$ cat src/rtl/sdram_68k_pkg.sv
// Shared types and timing constants for the 68K SDRAM controller and its arbiter.
// Latency: n/a (types and constants only).
// Backpressure: n/a.
//
// Contents: arbiter state enum, grant encoding, controller timing constants and
// the derived default for the arbiter's fixed per-access strobe window.
package sdram_68k_pkg;

  typedef enum logic [2:0] {
    IDLE     = 3'd0,
    CPU_ACC  = 3'd1,
    VID_ACC  = 3'd2,
    CPU_DONE = 3'd3,
    GAP      = 3'd4
  } arb_state_t;

  typedef enum logic {
    GNT_CPU = 1'b0,
    GNT_VID = 1'b1
  } grant_t;

  // Controller timing, in clk100_mhz cycles / controller state numbers.
  localparam int RAS_CAS_CYCLES  = 3;
  localparam int CAS_LATENCY     = 2;
  localparam int CTRL_LAST_STATE = 7;
  localparam int REFRESH_CYCLES  = 7;

  // Length of one controller access: it runs to its last state, which must not
  // come before the read data slot.
  function automatic int access_cycles();
    int read_slot;
    read_slot = RAS_CAS_CYCLES + CAS_LATENCY;
    return ((CTRL_LAST_STATE > read_slot) ? CTRL_LAST_STATE : read_slot) + 1;
  endfunction

  // Worst case: the request lands just as a refresh starts, so a full refresh
  // then a full access, plus one cycle of margin.
  localparam int ACK_CYCLES_DFLT = REFRESH_CYCLES + access_cycles() + 1;

  // Shared access/gap counter; must hold ACK_CYCLES (video ack cycle).
  localparam int CNT_W = 5;

endpackage

$ cat src/rtl/sdram_arb_68k.sv
// Two-port arbiter (68000 CPU bus + read-only video fetch) in front of the SDRAM controller.
// Latency: mem strobes low for ACK_CYCLES after grant; DTACK / vid_ack at grant edge + ACK_CYCLES + 1.
// Backpressure: CPU held via cpu_dtackn until cpu_asn rises; video holds vid_req until vid_ack.
//
// Ports: clk100_mhz/rst (sync, active-high); cpu_* 68000 bus (active-low strobes,
// cpu_rw 1=read); vid_req/vid_addr in, vid_ack/vid_data out; mem_* drive the
// controller's asn/udsn/ldsn/rw/addr/din and read its dout.
module sdram_arb_68k
  import sdram_68k_pkg::*;
#(
  parameter int ACK_CYCLES = ACK_CYCLES_DFLT,
  parameter int GAP_CYCLES = 2
) (
  input  logic        clk100_mhz,
  input  logic        rst,
  input  logic [23:0] cpu_addr,
  input  logic [15:0] cpu_din,
  output logic [15:0] cpu_dout,
  input  logic        cpu_asn,
  input  logic        cpu_udsn,
  input  logic        cpu_ldsn,
  input  logic        cpu_rw,
  output logic        cpu_dtackn,
  input  logic        vid_req,
  input  logic [23:0] vid_addr,
  output logic        vid_ack,
  output logic [15:0] vid_data,
  output logic [23:0] mem_addr,
  output logic [15:0] mem_din,
  input  logic [15:0] mem_dout,
  output logic        mem_asn,
  output logic        mem_udsn,
  output logic        mem_ldsn,
  output logic        mem_rw
);

  localparam logic [CNT_W-1:0] CNT_ACK_LAST = CNT_W'(ACK_CYCLES - 1);
  localparam logic [CNT_W-1:0] CNT_ACK      = CNT_W'(ACK_CYCLES);
  localparam logic [CNT_W-1:0] CNT_GAP_LAST = CNT_W'(GAP_CYCLES - 1);

  arb_state_t        state_q, state_d;
  grant_t            last_grant_q, last_grant_d;
  logic [CNT_W-1:0]  cnt_q, cnt_d;
  logic              abort_q, abort_d;
  logic [23:0]       mem_addr_q, mem_addr_d;
  logic [15:0]       mem_din_q, mem_din_d;
  logic              mem_asn_q, mem_asn_d;
  logic              mem_udsn_q, mem_udsn_d;
  logic              mem_ldsn_q, mem_ldsn_d;
  logic              mem_rw_q, mem_rw_d;
  logic [15:0]       cpu_dout_q, cpu_dout_d;
  logic              cpu_dtackn_q, cpu_dtackn_d;
  logic              vid_ack_q, vid_ack_d;
  logic [15:0]       vid_data_q, vid_data_d;

  logic cpu_pend, vid_pend, gnt_cpu;

  assign cpu_pend = !cpu_asn && !(cpu_udsn && cpu_ldsn);
  assign vid_pend = vid_req;
  // On a tie the port that was not served last wins.
  assign gnt_cpu  = cpu_pend && (!vid_pend || (last_grant_q == GNT_VID));

  always_comb begin
    state_d      = state_q;
    last_grant_d = last_grant_q;
    cnt_d        = cnt_q;
    abort_d      = abort_q;
    mem_addr_d   = mem_addr_q;
    mem_din_d    = mem_din_q;
    mem_asn_d    = mem_asn_q;
    mem_udsn_d   = mem_udsn_q;
    mem_ldsn_d   = mem_ldsn_q;
    mem_rw_d     = mem_rw_q;
    cpu_dout_d   = cpu_dout_q;
    cpu_dtackn_d = cpu_dtackn_q;
    vid_ack_d    = 1'b0;
    vid_data_d   = vid_data_q;

    case (state_q)
      IDLE: begin
        cnt_d = '0;
        if (gnt_cpu) begin
          state_d      = CPU_ACC;
          last_grant_d = GNT_CPU;
          abort_d      = 1'b0;
          mem_addr_d   = cpu_addr;
          mem_din_d    = cpu_din;
          mem_udsn_d   = cpu_udsn;
          mem_ldsn_d   = cpu_ldsn;
          mem_rw_d     = cpu_rw;
          mem_asn_d    = 1'b0;
        end else if (vid_pend) begin
          state_d      = VID_ACC;
          last_grant_d = GNT_VID;
          mem_addr_d   = vid_addr;
          mem_udsn_d   = 1'b0;
          mem_ldsn_d   = 1'b0;
          mem_rw_d     = 1'b1;
          mem_asn_d    = 1'b0;
        end
      end

      CPU_ACC: begin
        // A CPU that walks away mid-access gets no DTACK, even if it
        // re-asserts cpu_asn before the access finishes.
        if (cpu_asn) abort_d = 1'b1;
        if (cnt_q == CNT_ACK_LAST) begin
          if (mem_rw_q) cpu_dout_d = mem_dout;
          mem_asn_d  = 1'b1;
          mem_udsn_d = 1'b1;
          mem_ldsn_d = 1'b1;
          cnt_d      = '0;
          state_d    = (abort_q || cpu_asn) ? GAP : CPU_DONE;
        end else begin
          cnt_d = cnt_q + CNT_W'(1);
        end
      end

      VID_ACC: begin
        // The counter runs one past the capture point so the ack pulse lands
        // one edge after the data, matching the CPU DTACK timing.
        if (cnt_q == CNT_ACK) begin
          vid_ack_d = 1'b1;
          cnt_d     = '0;
          state_d   = GAP;
        end else begin
          if (cnt_q == CNT_ACK_LAST) begin
            vid_data_d = mem_dout;
            mem_asn_d  = 1'b1;
            mem_udsn_d = 1'b1;
            mem_ldsn_d = 1'b1;
          end
          cnt_d = cnt_q + CNT_W'(1);
        end
      end

      CPU_DONE: begin
        if (cpu_asn) begin
          cpu_dtackn_d = 1'b1;
          cnt_d        = '0;
          state_d      = GAP;
        end else begin
          cpu_dtackn_d = 1'b0;
        end
      end

      GAP: begin
        if (cnt_q == CNT_GAP_LAST) begin
          cnt_d   = '0;
          state_d = IDLE;
        end else begin
          cnt_d = cnt_q + CNT_W'(1);
        end
      end

      default: begin
        state_d = IDLE;
        cnt_d   = '0;
      end
    endcase
  end

  always_ff @(posedge clk100_mhz) begin
    if (rst) begin
      state_q      <= IDLE;
      last_grant_q <= GNT_VID;
      cnt_q        <= '0;
      abort_q      <= 1'b0;
      mem_addr_q   <= '0;
      mem_din_q    <= '0;
      mem_asn_q    <= 1'b1;
      mem_udsn_q   <= 1'b1;
      mem_ldsn_q   <= 1'b1;
      mem_rw_q     <= 1'b1;
      cpu_dout_q   <= '0;
      cpu_dtackn_q <= 1'b1;
      vid_ack_q    <= 1'b0;
      vid_data_q   <= '0;
    end else begin
      state_q      <= state_d;
      last_grant_q <= last_grant_d;
      cnt_q        <= cnt_d;
      abort_q      <= abort_d;
      mem_addr_q   <= mem_addr_d;
      mem_din_q    <= mem_din_d;
      mem_asn_q    <= mem_asn_d;
      mem_udsn_q   <= mem_udsn_d;
      mem_ldsn_q   <= mem_ldsn_d;
      mem_rw_q     <= mem_rw_d;
      cpu_dout_q   <= cpu_dout_d;
      cpu_dtackn_q <= cpu_dtackn_d;
      vid_ack_q    <= vid_ack_d;
      vid_data_q   <= vid_data_d;
    end
  end

  assign mem_addr   = mem_addr_q;
  assign mem_din    = mem_din_q;
  assign mem_asn    = mem_asn_q;
  assign mem_udsn   = mem_udsn_q;
  assign mem_ldsn   = mem_ldsn_q;
  assign mem_rw     = mem_rw_q;
  assign cpu_dout   = cpu_dout_q;
  assign cpu_dtackn = cpu_dtackn_q;
  assign vid_ack    = vid_ack_q;
  assign vid_data   = vid_data_q;

endmodule

$ cat config.mk
export PLATFORM = sky130hd
export DESIGN_NAME = sdram_arb_68k
export DESIGN_NICKNAME = d
export VERILOG_FILES = /design/src/rtl/sdram_68k_pkg.sv /design/src/rtl/sdram_arb_68k.sv
export SDC_FILE = /design/constraint.sdc
export NUM_CORES = 1
export LEC_CHECK = 0
export CORE_MARGIN = 1
export CORE_UTILIZATION = 30
export CTS_CLUSTER_SIZE = 10
export DETAILED_ROUTE_END_ITERATION = 10
export HOLD_SLACK_MARGIN = 0.12
export PLACE_DENSITY = 0.59
export SLEW_MARGIN = 5
export SYNTH_ARGS = -nofsm -noshare
export SYNTH_HDL_FRONTEND = slang
export SYNTH_SLANG_ARGS = --single-unit
$ cat constraint.sdc
create_clock -name clk100_mhz -period 4.1 [get_ports clk100_mhz]
set_input_delay 1.025 -clock clk100_mhz [delete_from_list [all_inputs] [get_ports clk100_mhz]]
set_output_delay 1.025 -clock clk100_mhz [all_outputs]
set_load 0.005 [all_outputs]
==> flow_summary.ini <==
[placement]
port_buffers = 164
dp_hpwl_mm = 7.63
place_inst = 734
globalplace.congestion = 0.778

[final_layout]
nNetsFinal = 690
area_delta_synth_final_pct = 53.1
instances_no_fill = 747
fill_cells = 1149
utilization = 0.470
n_antenna_cell = 0
drive_gt1_frac = 0.0500

[cts]
path_clk_slew_ns = 0.06
numClockSinks = 88
cts_resized = 0
clkLatencyLatePin_ns = 0.33
cts.path.max_buffers = 2
cts_root_buf = clkbuf_16
cts_tree = done
cts_setup_buffers = 0
numCtsBuffers = 9
h-tree-depth = 3
hold_buffers = 0

[detailed_routing]
viasPerCell = 4.98
final_antenna_net_count = 0
drtIter0Drc = 226
vias = 3717
wirelength_mm = 11.0
drc = 0
wl_per_cell_um = 14.8
drtPass1Iterations = 6

[synthesis]
syn_area_um2 = 3690
syn_nets = 546
synth_ff_type = dfxtp_1
synth.most_common_cell = nand2_1
synthDistinctLibCells = 47
synth_edf_count = 0
yosys_warnings = 0
syn_area_per_cell_um2 = 8.12
synth_common_cells = 102 x nand2_1, 88 x dfxtp_1, 78 x a21oi_1
netlist_top_cells_area = dfxtp_1 48%, a21oi_1 11%, nand2_1 10%
synth_top_area_cell = dfxtp_1
ys_ff_latch = 88
synthArstFlopShare = 0
netlist.area_leader.share = 0.478
syn_inst = 454
ys_seq_area_frac = 0.478

[floorplanning]
die_area_um2 = 12700
fp.dieW_um = 113
io_pins = 165
start_util = 0.307
die_h_um = 113
row_count = 40
fp.coreArea_um2 = 12000

[pwr]
p_comb_frac = 0.357
power.density_nw_per_um2 = 526
swShare = 0.324
p_switching_uw = 963
power_frac_seq = 0.392
peakVddDrop_uv = 274
intPower_uw = 2010
power.share.clock = 0.251
p_leak_uw = 0.00197

[setup_path]
path_class = in -> reg
path_delay_family = compound AO/OA/AOI/OAI gates
cp-start-kind = input pin
end_kind = flop
slowest_stage = o21ai_2
crit_cells = 6
r2r_slack_ns = 1.79
cp.buffers_inverters = 2
crit_chain = clkdlybuf4s50_1, a21oi_2, buf_4, o21ai_2, a21oi_1, a211oi_1
rr_startpoint = state_q[1]
r2r_end = mem_udsn
endpoint = mem_addr[17]
cp.arrival_ns = 3.20
cpPeakStageDelay_ns = 0.89
rr_worst_depth = 4
startpoint = cpu_asn
worstPathRequired_ns = 4.34
cp_max_fo = 26

[sta]
rsz0062_at_grt = false
max-slew-margin-rel = 0.233
finalHoldViolCount = 0
tns_ns = 0
fin_crit_ns = 2.96
fmaxAchievable_ghz = 0.338
setup_viol = 0
tightest_slew_ns = 1.15
finClkSkew_ns = 0.00563
period_share = 0.722
slew_violations = 0

[grt]
antenna_found_initial = 1
grt-ovfl-total = 0
grt_max_degree = 52
first_global_vias = 3600
grt_pass1_wl_mm = 17.3
grt_usage = 0.172

[hold_path]
hold_depth = 2
hold_path.class = reg -> reg

[job]
maxCapViolations = 0

[outcome]
outcome = completed
[power groups by stage]
stage | combinational, uW | sequential [uW] | clock [uW]
floorplan | 598 | 1140 | 0
global placement | 1050 | 1180 | 0
detailed placement | 1070 | 1180 | 0
CTS | 1070 | 1160 | 772
global route | 1170 | 1190 | 807
finish | 1060 | 1170 | 746
[worst min-delay path by stage]
stage	start	endpoint	slack (ns)
2_1_floorplan	mem_asn	mem_asn	0.45
3_3_place_gp	mem_asn	mem_asn	0.44
6_report	cpu_dout[6]	cpu_dout[6]	0.45
4_1_cts	cpu_dout[15]	cpu_dout[15]	0.45
3_5_place_dp	mem_asn	mem_asn	0.44
5_1_grt	mem_din[12]	mem_din[12]	0.47
[metrics by stage]
| stage | area [um^2] | hold slack [ns] | setup slack, ns | total power, uW |
|---|---|---|---|---|
| finish | 5650 | 0.453 | 1.14 | 2970 |
| global route | 5650 | 0.475 | 0.977 | 3170 |
| CTS | 5650 | 0.454 | 1.14 | 3010 |
| detailed placement | 5380 | 0.444 | 0.810 | 2240 |
| global placement | 5380 | 0.438 | 0.912 | 2220 |
| floorplan | 3690 | 0.450 | 1.97 | 1740 |
[worst min-delay path, delay by kind of cell (launching register included)]
family	cells	cell delay, ns
AND/OR/NAND/NOR	1	0.05
AO/OA/AOI/OAI	1	0.05
flip-flops	1	0.30
[layout make-up]
| cell class | instances | area [um^2] | share of cell area |
|---|---|---|---|
| clock buffers | 12 | 256 | 0.0454 |
| clock inverters | 1 | 5.00 | 0.000887 |
| inverters | 6 | 22.5 | 0.00399 |
| multi-input cells | 323 | 1730 | 0.307 |
| flip-flops and latches | 88 | 1760 | 0.312 |
| well taps | 147 | 184 | 0.0326 |
| repair buffers | 170 | 1680 | 0.298 |
[layer usage]
metal / wire length [um] / track usage / vias up
met1: 4920 / 0.207 / 1703
li1: - / - / 1853
met3: 955 / 0.0686 / 19
met2: 4930 / 0.277 / 140
met5: 13 / 0 / -
met4: 232 / 0.0649 / 2
[cell usage in the layout (no fill, tap or decap), drive strengths merged, types with 3 or more instances in the layout]
cell type      synthesis  layout
nor2                  30      30
clkbuf                22      12
inv                    6       6
a211oi                24      24
and3                   4       4
nor3b                  4       4
ha                     5       5
dfxtp                 88      88
o21ai                  6       6
a21oi                 79      79
nand3                 29      29
clkdlybuf4s50          0     163
nand2                102     102
buf                   15       7
nor3                   3       3
o22ai                  3       3
[flip-flops by register name, summed over array words and instances (netlist names)]
signal and count:
abort_q 1, cnt_q 5, cpu_dout 16, cpu_dtackn 1, last_grant_q 1, mem_addr 24, mem_asn 1, mem_din 16
mem_ldsn 1, mem_rw 1, mem_udsn 1, state_q 3, vid_ack 1, vid_data 16
[cell families (layout without fill, tap and decap cells)]
group,Yosys count,in the layout,synth area share
simple gates,188,188,0.242
compound gates,129,129,0.208
buf+inv,43,189,0.0529
flops,88,88,0.478
fa+ha+maj,5,5,0.0170
xor+xnor,1,1,0.00238
Power figures use the tool's default switching activity.
